`src/rtl/sync_fifo_ctrl.sv`:
```
// FIFO controller that drives an external dual-port storage core with a registered read port.
// It presents a first-word-fall-through valid/ready interface and carries no data itself.
module sync_fifo_ctrl #(
  parameter int DEPTH        = 16,
  parameter int AFULL_THRESH = DEPTH - 2,
  parameter int ADDR_W       = $clog2(DEPTH),
  parameter int CNT_W        = $clog2(DEPTH + 2)
) (
  input  logic              clk_i,
  input  logic              rst_i,
  input  logic              flush_i,
  input  logic              in_valid_i,
  output logic              in_ready_o,
  output logic              out_valid_o,
  input  logic              out_ready_i,
  output logic              mem_we_o,
  output logic [ADDR_W-1:0] mem_waddr_o,
  output logic              mem_re_o,
  output logic [ADDR_W-1:0] mem_raddr_o,
  output logic [CNT_W-1:0]  count_o,
  output logic              empty_o,
  output logic              afull_o,
  output logic              full_o
);

  localparam logic [ADDR_W-1:0] LAST_ADDR = ADDR_W'(DEPTH - 1);
  localparam logic [CNT_W-1:0]  DEPTH_CNT = CNT_W'(DEPTH);
  localparam logic [CNT_W-1:0]  MAX_CNT   = CNT_W'(DEPTH + 1);
  localparam logic [CNT_W-1:0]  AFULL_CNT = CNT_W'(AFULL_THRESH);

  logic [ADDR_W-1:0] wptr_reg, wptr_next;
  logic [ADDR_W-1:0] rptr_reg, rptr_next;
  logic [CNT_W-1:0]  mem_cnt_reg, mem_cnt_next;
  logic              out_vld_reg, out_vld_next;
  logic              wr_fire, rd_fire;

  // mem_cnt_reg excludes this cycle's write, so a slot is never read while being written.
  assign in_ready_o = (mem_cnt_reg != DEPTH_CNT);
  assign wr_fire    = in_valid_i && in_ready_o && !flush_i && !rst_i;
  assign rd_fire    = (mem_cnt_reg != '0) && (!out_vld_reg || out_ready_i) && !flush_i && !rst_i;

  assign mem_we_o    = wr_fire;
  assign mem_waddr_o = wptr_reg;
  assign mem_re_o    = rd_fire;
  assign mem_raddr_o = rptr_reg;
  assign out_valid_o = out_vld_reg;
  assign count_o     = mem_cnt_reg + CNT_W'(out_vld_reg);
  assign empty_o     = (count_o == '0);
  assign afull_o     = (count_o >= AFULL_CNT);
  assign full_o      = !in_ready_o;

  always_comb begin
    wptr_next    = wptr_reg;
    rptr_next    = rptr_reg;
    mem_cnt_next = mem_cnt_reg;
    out_vld_next = out_vld_reg;
    if (flush_i) begin
      wptr_next    = '0;
      rptr_next    = '0;
      mem_cnt_next = '0;
      out_vld_next = 1'b0;
    end else begin
      // Explicit wrap keeps non-power-of-two depths correct.
      if (wr_fire) begin
        wptr_next = (wptr_reg == LAST_ADDR) ? '0 : wptr_reg + ADDR_W'(1);
      end
      if (rd_fire) begin
        rptr_next = (rptr_reg == LAST_ADDR) ? '0 : rptr_reg + ADDR_W'(1);
      end
      mem_cnt_next = mem_cnt_reg + CNT_W'(wr_fire) - CNT_W'(rd_fire);
      if (rd_fire) begin
        out_vld_next = 1'b1;
      end else if (out_ready_i) begin
        out_vld_next = 1'b0;
      end
    end
  end

  always_ff @(posedge clk_i) begin
    if (rst_i) begin
      wptr_reg    <= '0;
      rptr_reg    <= '0;
      mem_cnt_reg <= '0;
      out_vld_reg <= 1'b0;
    end else begin
      wptr_reg    <= wptr_next;
      rptr_reg    <= rptr_next;
      mem_cnt_reg <= mem_cnt_next;
      out_vld_reg <= out_vld_next;
    end
  end

  a_no_write_full: assert property (@(posedge clk_i) disable iff (rst_i)
    !(mem_we_o && (mem_cnt_reg == DEPTH_CNT)));
  a_no_read_empty: assert property (@(posedge clk_i) disable iff (rst_i)
    !(mem_re_o && (mem_cnt_reg == '0)));
  a_count_range: assert property (@(posedge clk_i) disable iff (rst_i)
    (count_o <= MAX_CNT));

endmodule

```
`config.mk`:
```
export PLATFORM = sky130hd
export DESIGN_NAME = sync_fifo_ctrl
export DESIGN_NICKNAME = d
export VERILOG_FILES = /design/src/rtl/sync_fifo_ctrl.sv
export SDC_FILE = /design/constraint.sdc
export NUM_CORES = 1
export LEC_CHECK = 0
export CORE_MARGIN = 1.5
export CORE_UTILIZATION = 50
export DETAILED_ROUTE_END_ITERATION = 7
export GPL_ROUTABILITY_DRIVEN = 1
export PLACE_DENSITY = 0.88
export SLEW_MARGIN = 20
export SYNTH_ARGS = -nofsm -noshare
export SYNTH_HDL_FRONTEND = slang
export SYNTH_SLANG_ARGS = --single-unit
export TNS_END_PERCENT = 30
```
`constraint.sdc`:
```
create_clock -name clk_i -period 4.4 [get_ports clk_i]
set_clock_uncertainty 0.15 [all_clocks]
set_input_delay 0.88 -clock clk_i [delete_from_list [all_inputs] [get_ports clk_i]]
set_output_delay 0.88 -clock clk_i [all_outputs]
set_load 0.03 [all_outputs]
```
Word level (Yosys, flattened, before mapping) --
Cells that the tools add are included. W data, S select, Z words.
Storage, ports and cells: flip-flop bits (word level) 14, output and inout port bits 20
Operators by class: add/subtract/negate cells 5, $lt $le $gt $ge 1, equality and inequality tests 3, muxes and demuxes 4, reductions and logical operators 15
Operators with widths (number):
- $add A5 B1 Y5 | 2
- $add A4 B1 Y4 const B | 2
- $eq A4 B4 Y1 const B | 2
- $mux W4 | 2
- $logic_and A1 B1 Y1 | 6
- $ge A5 B4 Y1 const B | 1
- $logic_not A5 Y1 | 1
- $ne A5 B5 Y1 const B | 1
- $reduce_bool A5 Y1 | 1
- $sub A5 B1 Y5 | 1
- $logic_not A1 Y1 | 4
- $mux W1 | 2
- $reduce_bool A2 Y1 | 1
- $reduce_or A2 Y1 | 1
- $logic_or A1 B1 Y1 | 1

Longest topological paths before layout --
Gate-level depths: netlist (run 1).
word-level depth 6, gate-level depth with buffers 15, mapped depth without buffers 14

Least setup slack after synthesis (run 1) --
Ideal clock, no wire load.
path kind input to register, from input rst_i, to register mem_cnt_reg[4], setup time 0.121 ns, arrival time 3.054 ns, required time 4.129 ns, slack 1.075 ns, cell stages on the path 10, cells stage by stage or2_2 > clkbuf_1 > nor2_1 > ha_1 > inv_1 > fa_1 > nand2b_1 > a21oi_1 > o21ai_0 > nor3b_1
On the way: longest elaborated chain between the ends 4, elaborated cells between the ends (all ways) 6, those cells by class add/sub (2); reduce/logical (4)
RTL lines:
- start, declared | RTL line 10 | input logic rst_i,
- $logic_not A1 Y1 | RTL line 39 | assign wr_fire = in_valid_i && in_ready_o && !flush_i && !rst_i;
- $logic_and A1 B1 Y1 | RTL line 39
- net mem_we_o | RTL line 16 | output logic mem_we_o,
- $add A5 B1 Y5 | RTL line 70 | mem_cnt_next = mem_cnt_reg + CNT_W'(wr_fire) - CNT_W'(rd_fire);
- $sub A5 B1 Y5 | RTL line 70
- end signal, assigned | RTL line 88 | mem_cnt_reg <= mem_cnt_next;
- end, declared | RTL line 33 | logic [CNT_W-1:0] mem_cnt_reg, mem_cnt_next;
The timed path passes the listed nets, and every way through them passes these cells. A chain may end at the register's enable or synchronous reset.

Final worst setup path (run 1) --
from input rst_i, to output mem_we_o
On the way: longest elaborated chain between the ends 2
RTL lines (RTL line):
- $logic_not A1 Y1 | 39
- $logic_and A1 B1 Y1 | 39
- end, declared | 16
No other way between the ends.

==> impl_metrics.prom, run 1 <==
# TYPE chip_impl_metric gauge
chip_impl_info{name="run_status",value="completed"} 1
chip_impl_metric{name="design.core.area",unit="mm²"} 0.00171
chip_impl_metric{name="largest_register_ffs",unit=""} 5
chip_impl_metric{name="reg2reg_setup_slack",unit="ps"} 1170
chip_impl_metric{name="cts_setup_buffers",unit=""} 0
chip_impl_metric{name="clock_tree.buffer_depth",unit=""} 2
chip_impl_info{name="ys_top_cells_by_area",value="sky130_fd_sc_hd__dfxtp_1 31%, sky130_fd_sc_hd__ha_1 17%, sky130_fd_sc_hd__inv_1 4.2%"} 1
chip_impl_info{name="crit_end",value="mem_we_o"} 1
chip_impl_metric{name="synth_fp_nets",unit=""} 118
chip_impl_metric{name="drcViolationCount",unit=""} 0
chip_impl_metric{name="seq_area_frac_synth",unit="%"} 31.2
chip_impl_metric{name="netlist.area_leader.share",unit="%"} 31.2
chip_impl_metric{name="syn-instance-count",unit=""} 100
chip_impl_metric{name="power_per_unit_of_standard_cell_area",unit="mW/mm²"} 333
chip_impl_metric{name="p_switching",unit="µW"} 148
chip_impl_metric{name="setup_viol",unit=""} 0
chip_impl_metric{name="power_frac_clock",unit="%"} 18.3
chip_impl_metric{name="track_usage",unit="%"} 20.7
chip_impl_metric{name="part_of_the_cycle_the_worst_path_needs",unit="%"} 84.5
chip_impl_metric{name="drv_cap",unit=""} 0
chip_impl_metric{name="power_leakage",unit="nW"} 0.491
chip_impl_metric{name="port_buffers",unit=""} 24
chip_impl_metric{name="post-place-cells",unit=""} 148
chip_impl_metric{name="timing.slew.headroom",unit="%"} 78.6
chip_impl_info{name="netlist.top_cell.by_area",value="sky130_fd_sc_hd__dfxtp_1"} 1
chip_impl_metric{name="distinct_cell_type_count_after_synthesis",unit=""} 31
chip_impl_metric{name="clk_transition_reported_paths",unit="ps"} 80
chip_impl_metric{name="drt-pass1-iter-count",unit=""} 4
chip_impl_metric{name="wire_length_of_the_first_global_routing_pass",unit="mm"} 3.03
chip_impl_metric{name="ioPinCount",unit=""} 25
chip_impl_metric{name="reg2regPathDepth",unit=""} 15
chip_impl_info{name="setup.worst_path.class",value="input pin to output pin"} 1
chip_impl_metric{name="numCtsBuffers",unit=""} 3
chip_impl_metric{name="setup_tns",unit="ps"} 0
chip_impl_metric{name="ys_warn_count",unit=""} 0
chip_impl_metric{name="floorplan.initialDensity",unit="%"} 52.5
chip_impl_metric{name="wl_per_cell",unit="µm"} 12.0
chip_impl_metric{name="synth-edff-count",unit=""} 0
chip_impl_metric{name="p_int",unit="µW"} 246
chip_impl_metric{name="clkLatencyLatePin",unit="ps"} 280
chip_impl_metric{name="dp_slack",unit="ps"} 719
chip_impl_metric{name="min_period",unit="ps"} 3720
chip_impl_metric{name="worst_slew_pin_slew",unit="ps"} 320
chip_impl_metric{name="route.detailed.vias_per_inst",unit=""} 5.12
chip_impl_metric{name="routed-via-count",unit=""} 773
chip_impl_metric{name="syn-mean-instance-area",unit="µm²"} 8.97
chip_impl_metric{name="wirelength",unit="mm"} 1.82
chip_impl_metric{name="synth.ff_latch_count",unit=""} 14
chip_impl_metric{name="final_nets",unit=""} 146
chip_impl_metric{name="antenna_cells_inserted",unit=""} 0
chip_impl_info{name="cts_tree",value="yes"} 1
chip_impl_info{name="worstSetupEndpointType",value="output pin"} 1
chip_impl_metric{name="grt.overflow.total",unit=""} 0
chip_impl_metric{name="power.ir.vdd_worst",unit="V"} 0.000187
chip_impl_metric{name="drt.antenna.violating_nets",unit=""} 0
chip_impl_metric{name="floorplan.rows",unit=""} 15
chip_impl_metric{name="finalWorstSetupSlack",unit="ps"} 682
chip_impl_info{name="clock_tree.root_cell",value="sky130_fd_sc_hd__clkbuf_4"} 1
chip_impl_metric{name="timing.critical_path.required",unit="ps"} 3370
chip_impl_metric{name="final_layout_size_suffix_gt1_share",unit="%"} 8.73
chip_impl_metric{name="timing.final.max_slew_violations",unit=""} 0
chip_impl_info{name="yosys_most_used_dff",value="sky130_fd_sc_hd__dfxtp_1"} 1
chip_impl_metric{name="hold_viol",unit=""} 0
chip_impl_metric{name="gp_routability_congestion",unit=""} 0.758
chip_impl_metric{name="p_comb_share",unit="%"} 44.8
chip_impl_metric{name="clock.fmax",unit="MHz"} 269
chip_impl_metric{name="post-dp-hpwl",unit="mm"} 1.35
chip_impl_metric{name="antenna_found_initial",unit=""} 0
chip_impl_metric{name="cts_max_level",unit=""} 1
chip_impl_metric{name="vias_in_the_first_global_route",unit=""} 713
chip_impl_metric{name="async_reset_ff_share",unit="%"} 0
chip_impl_metric{name="die_footprint",unit="mm²"} 0.00206
chip_impl_info{name="rsz0062_at_grt",value="false"} 1
chip_impl_metric{name="post-layout-total-power",unit="µW"} 395
chip_impl_metric{name="worstPathMaxFanout",unit=""} 13
chip_impl_metric{name="cts.sink_count",unit=""} 14
chip_impl_info{name="most-common-layout-cells",value="24 x sky130_fd_sc_hd__clkdlybuf4s50_1, 14 x sky130_fd_sc_hd__dfxtp_1, 12 x sky130_fd_sc_hd__ha_1"} 1
chip_impl_metric{name="power.share.switching",unit="%"} 37.5
chip_impl_info{name="critical_path.reg2reg.startpoint",value="mem_cnt_reg[2]$_SDFF_PP0_"} 1
chip_impl_metric{name="post_cts_resized",unit=""} 0
chip_impl_metric{name="die_h",unit="µm"} 45.4
chip_impl_info{name="critical_path.reg2reg.endpoint",value="mem_cnt_reg[4]$_SDFF_PP0_"} 1
chip_impl_metric{name="post_layout_util",unit="%"} 69.3
chip_impl_info{name="min_path_type",value="flop to flop"} 1
chip_impl_metric{name="critical_path_arrival",unit="ps"} 2690
chip_impl_metric{name="layout.cells.non_filler",unit=""} 151
chip_impl_metric{name="hold_buffers",unit=""} 0
chip_impl_metric{name="synth.cell_area",unit="µm²"} 897
chip_impl_metric{name="drt_first_iter_violations",unit=""} 10
chip_impl_metric{name="layout-area-overhead-vs-synth",unit="%"} 31.9
chip_impl_metric{name="grt_max_degree",unit=""} 14
chip_impl_info{name="critical_path.startpoint",value="rst_i"} 1
chip_impl_metric{name="dieWidth",unit="µm"} 45.4
chip_impl_metric{name="seqPwrFrac",unit="%"} 37.0
chip_impl_info{name="layout.cells.most_common",value="sky130_fd_sc_hd__clkdlybuf4s50_1"} 1
chip_impl_info{name="start_kind",value="input pin"} 1
[logic make-up after synthesis]
kind of cell               count (synthesis)  synth area share, %
adders and majority gates                 13                 19.0
xor gates and xnor gates                   6                 5.86
buffers and inverters                     12                 5.86
muxes                                      2                 2.23
DFF                                       14                 31.2
and+or+nand+nor                           36                 23.4
AOI/OAI and AO/OA                         17                 12.4
[layer usage]
metal / vias to the layer above / track usage (%) / part of all wire, %
li1: 392 / - / -
met1: 355 / 24.3 / 47
met2: 21 / 35.1 / 47
met3: 5 / 5.60 / 4.1
met4: 0 / 8.82 / 1.9
met5: - / 0 / 0
[power by group through the flow]
stage / Clock, mW / Sequential, mW / Combinational, mW
after global routing: 0.0778 / 0.147 / 0.190
after global placement: 0 / 0.148 / 0.171
after detailed placement: 0 / 0.149 / 0.174
after floorplan: 0 / 0.153 / 0.118
after CTS: 0.0723 / 0.146 / 0.178
final: 0.0720 / 0.146 / 0.177
[cells in the mapped netlist, types with 2 or more instances]
master and count:
sky130_fd_sc_hd__ha_1 12, sky130_fd_sc_hd__o21ai_0 3, sky130_fd_sc_hd__xnor2_1 3, sky130_fd_sc_hd__nand3_1 4, sky130_fd_sc_hd__nor2_1 8, sky130_fd_sc_hd__a21oi_1 7, sky130_fd_sc_hd__and2_1 2, sky130_fd_sc_hd__dfxtp_1 14
sky130_fd_sc_hd__nand2_1 9, sky130_fd_sc_hd__nand2b_1 2, sky130_fd_sc_hd__mux2i_1 2, sky130_fd_sc_hd__inv_1 10, sky130_fd_sc_hd__nor3_1 3, sky130_fd_sc_hd__xor2_1 3, sky130_fd_sc_hd__or3_1 2
[through the flow]
stage	hold slack, ps	cell area [µm²]
final	365	1180
after floorplan	407	897
after detailed placement	343	1160
after CTS	355	1180
after global routing	408	1180
after global placement	338	1160
[final cells by class]
class	instances	area (µm²)
timing repair buffer	25	248
multi-input combinational	74	564
tap	25	31.3
sequential	14	280
fill	135	524
clock buffer	3	22.5
inverter	10	37.5
[critical path: stages]
cell and delay (ps):
sky130_fd_sc_hd__clkdlybuf4s50_1 410, sky130_fd_sc_hd__or2_2 420, sky130_fd_sc_hd__nor2_1 260, sky130_fd_sc_hd__clkdlybuf4s50_1 720
[how the worst min path moves through the flow]
stage	startpoint	endpoint	slack (ps)	cells past startpoint
after floorplan	mem_cnt_reg[0]$_SDFF_PP0_	out_valid_o$_SDFFE_PP0P_	410	2
after global placement	mem_waddr_o[1]$_SDFFE_PP0P_	mem_waddr_o[1]$_SDFFE_PP0P_	340	2
after detailed placement	mem_waddr_o[1]$_SDFFE_PP0P_	mem_waddr_o[1]$_SDFFE_PP0P_	340	2
after CTS	mem_waddr_o[1]$_SDFFE_PP0P_	mem_waddr_o[1]$_SDFFE_PP0P_	350	2
after global routing	mem_waddr_o[1]$_SDFFE_PP0P_	mem_waddr_o[1]$_SDFFE_PP0P_	410	2
final	mem_waddr_o[1]$_SDFFE_PP0P_	mem_waddr_o[1]$_SDFFE_PP0P_	360	2
Power figures use the tool's default switching activity.
==> run 2: changes to the inputs <==
--- a/config.mk
+++ b/config.mk
@@ -6,10 +6,10 @@
 export NUM_CORES = 1
 export LEC_CHECK = 0
 export CORE_MARGIN = 1.5
-export CORE_UTILIZATION = 50
+export CORE_UTILIZATION = 46
 export DETAILED_ROUTE_END_ITERATION = 7
 export GPL_ROUTABILITY_DRIVEN = 1
-export PLACE_DENSITY = 0.88
+export PLACE_DENSITY = 0.82
 export SLEW_MARGIN = 20
 export SYNTH_ARGS = -nofsm -noshare
 export SYNTH_HDL_FRONTEND = slang
==> constraint.sdc (replaced) <==
create_clock -name clk_i -period 3.5 [get_ports clk_i]
set_clock_uncertainty 0.15 [all_clocks]
set_input_delay 0.7 -clock clk_i [delete_from_list [all_inputs] [get_ports clk_i]]
set_output_delay 0.7 -clock clk_i [all_outputs]
set_load 0.03 [all_outputs]
==> run 2 against run 1 <==
Against the previous run:
- critical path depth increased by 2
- setup slack got worse by 400 ps
- sequential share of layout area decreased by 0.51 points
- count of clock-buffer cells in the layout increased by 1
- cell count increased by 2.0%
- global-route usage decreased by 1.2 points
- critical path type is now flop to output pin
==> impl_metrics.prom, run 2 (synthesis gave the netlist of run 1 again) <==
# TYPE chip_impl_metric gauge
chip_impl_metric{name="drv_cap",unit=""} 0
chip_impl_info{name="start_kind",value="flop"} 1
chip_impl_metric{name="layout.area.seq",unit="µm²"} 280
chip_impl_metric{name="worstPathMaxFanout",unit=""} 3
chip_impl_metric{name="die_footprint",unit="mm²"} 0.00222
chip_impl_metric{name="antenna_cells_inserted",unit=""} 0
chip_impl_metric{name="route.detailed.vias_per_inst",unit=""} 5.11
chip_impl_metric{name="setup_viol",unit=""} 0
chip_impl_metric{name="grt_max_degree",unit=""} 13
chip_impl_metric{name="dieWidth",unit="µm"} 47.2
chip_impl_metric{name="port_buffers",unit=""} 24
chip_impl_metric{name="power.ir.vdd_worst",unit="V"} 0.000226
chip_impl_metric{name="vias_in_the_first_global_route",unit=""} 715
chip_impl_metric{name="routed-via-count",unit=""} 787
chip_impl_metric{name="grt.overflow.total",unit=""} 0
chip_impl_metric{name="cts_setup_buffers",unit=""} 0
chip_impl_metric{name="design.core.area",unit="mm²"} 0.00178
chip_impl_metric{name="finish.instance_area",unit="mm²"} 0.00121
chip_impl_metric{name="power_leakage",unit="nW"} 0.510
chip_impl_metric{name="drt.antenna.violating_nets",unit=""} 0
chip_impl_metric{name="final_nets",unit=""} 148
chip_impl_metric{name="die_h",unit="µm"} 47.2
chip_impl_metric{name="floorplan.rows",unit=""} 15
chip_impl_metric{name="finalWorstSetupSlack",unit="ps"} 284
chip_impl_metric{name="layout-area-overhead-vs-synth",unit="%"} 34.9
chip_impl_metric{name="worst_slew_pin_slew",unit="ps"} 305
chip_impl_metric{name="post-layout-total-power",unit="µW"} 528
chip_impl_info{name="run_status",value="completed"} 1
chip_impl_metric{name="hold_buffers",unit=""} 0
chip_impl_metric{name="power_per_unit_of_standard_cell_area",unit="mW/mm²"} 436
chip_impl_metric{name="clk_transition_reported_paths",unit="ps"} 90
chip_impl_metric{name="whs",unit="ps"} 357
chip_impl_metric{name="part_of_the_cycle_the_worst_path_needs",unit="%"} 91.9
chip_impl_metric{name="wire_length_of_the_first_global_routing_pass",unit="mm"} 2.95
chip_impl_metric{name="numCtsBuffers",unit=""} 3
chip_impl_metric{name="setup_tns",unit="ps"} 0
chip_impl_metric{name="timing.final.max_slew_violations",unit=""} 0
chip_impl_metric{name="wirelength",unit="mm"} 1.86
chip_impl_info{name="worstSetupEndpointType",value="output pin"} 1
chip_impl_metric{name="largest_register_ffs",unit=""} 5
chip_impl_metric{name="layout.cells.non_filler",unit=""} 154
chip_impl_metric{name="post_layout_util",unit="%"} 67.9
chip_impl_info{name="clock_tree.root_cell",value="sky130_fd_sc_hd__clkbuf_4"} 1
chip_impl_info{name="min_path_type",value="flop to flop"} 1
chip_impl_info{name="cts_tree",value="yes"} 1
chip_impl_info{name="setup.worst_path.class",value="flop to output pin"} 1
chip_impl_metric{name="min_period",unit="ps"} 3220
chip_impl_metric{name="dp_slack",unit="ps"} 138
chip_impl_info{name="most-common-layout-cells",value="23 x sky130_fd_sc_hd__clkdlybuf4s50_1, 14 x sky130_fd_sc_hd__dfxtp_1, 12 x sky130_fd_sc_hd__ha_1"} 1
chip_impl_metric{name="drt_first_iter_violations",unit=""} 7
chip_impl_metric{name="wl_per_cell",unit="µm"} 12.1
chip_impl_metric{name="cts.sink_count",unit=""} 14
chip_impl_metric{name="cts_max_level",unit=""} 1
chip_impl_metric{name="hold_viol",unit=""} 0
chip_impl_metric{name="clock.fmax",unit="MHz"} 311
chip_impl_metric{name="timing.slew.headroom",unit="%"} 79.4
chip_impl_metric{name="drt-pass1-iter-count",unit=""} 4
chip_impl_metric{name="gp_routability_congestion",unit=""} 0.756
chip_impl_metric{name="antenna_found_initial",unit=""} 0
chip_impl_metric{name="floorplan.initialDensity",unit="%"} 50.3
chip_impl_metric{name="drcViolationCount",unit=""} 0
chip_impl_metric{name="post-dp-hpwl",unit="mm"} 1.52
chip_impl_metric{name="placedInstanceArea",unit="mm²"} 0.00117
chip_impl_info{name="rsz0062_at_grt",value="false"} 1
chip_impl_metric{name="fillers",unit=""} 147
chip_impl_metric{name="clock_tree.buffer_depth",unit=""} 2
chip_impl_metric{name="critical_path_arrival",unit="ps"} 2370
chip_impl_metric{name="area_of_combinational_cells_with_multiple_inputs",unit="µm²"} 564
chip_impl_metric{name="post_cts_resized",unit=""} 0
chip_impl_metric{name="track_usage",unit="%"} 19.5
chip_impl_metric{name="timing.critical_path.required",unit="ps"} 2650
chip_impl_info{name="layout.cells.most_common",value="sky130_fd_sc_hd__clkdlybuf4s50_1"} 1
chip_impl_metric{name="clkLatencyLatePin",unit="ps"} 290
chip_impl_metric{name="post-place-cells",unit=""} 150
chip_impl_metric{name="ioPinCount",unit=""} 25
chip_impl_metric{name="final_layout_size_suffix_gt1_share",unit="%"} 11.6
run 2: report_power, final:
part | switching [mW] | internal (mW) | total, mW | leakage [nW]
sequential | 0.0147 | 0.169 | 0.184 | 0.113
combinational | 0.123 | 0.101 | 0.224 | 0.375
clock | 0.0567 | 0.0635 | 0.120 | 0.0210
total | 0.194 | 0.334 | 0.528 | 0.510
run 2: layout make-up:
type | count | share of cell area, %
repair buffers | 27 | 21.5
inverters | 10 | 3.10
multi-input cells | 74 | 46.6
flip-flops and latches | 14 | 23.2
well taps | 25 | 2.59
clock buffers | 4 | 3.00
run 2: per-layer routing:
metal,track usage [%],wire [µm]
met1,20.1,814
met2,36.2,948
met3,6.92,71
met4,6.67,30
met5,0,0
run 2: path summary, 6_finish.rpt:
path / slack, ps / endpoint / depth (start not counted) / startpoint
setup reg to reg: 450 / mem_cnt_reg[4]$_SDFF_PP0_ / 14 / mem_cnt_reg[2]$_SDFF_PP0_
setup / recovery: 280 / empty_o / 6 / out_valid_o$_SDFFE_PP0P_
hold reg to reg: 360 / mem_waddr_o[3]$_SDFFE_PP0P_ / 2 / mem_waddr_o[3]$_SDFFE_PP0P_
hold / removal: 360 / mem_waddr_o[3]$_SDFFE_PP0P_ / 2 / mem_waddr_o[3]$_SDFFE_PP0P_
run 2: critical path: stages (launching register included):
cell	delay [ps]
sky130_fd_sc_hd__dfxtp_1	340
sky130_fd_sc_hd__ha_1	230
sky130_fd_sc_hd__ha_1	210
sky130_fd_sc_hd__xor2_1	160
sky130_fd_sc_hd__or3_1	310
sky130_fd_sc_hd__nor3_1	130
sky130_fd_sc_hd__clkdlybuf4s50_1	690
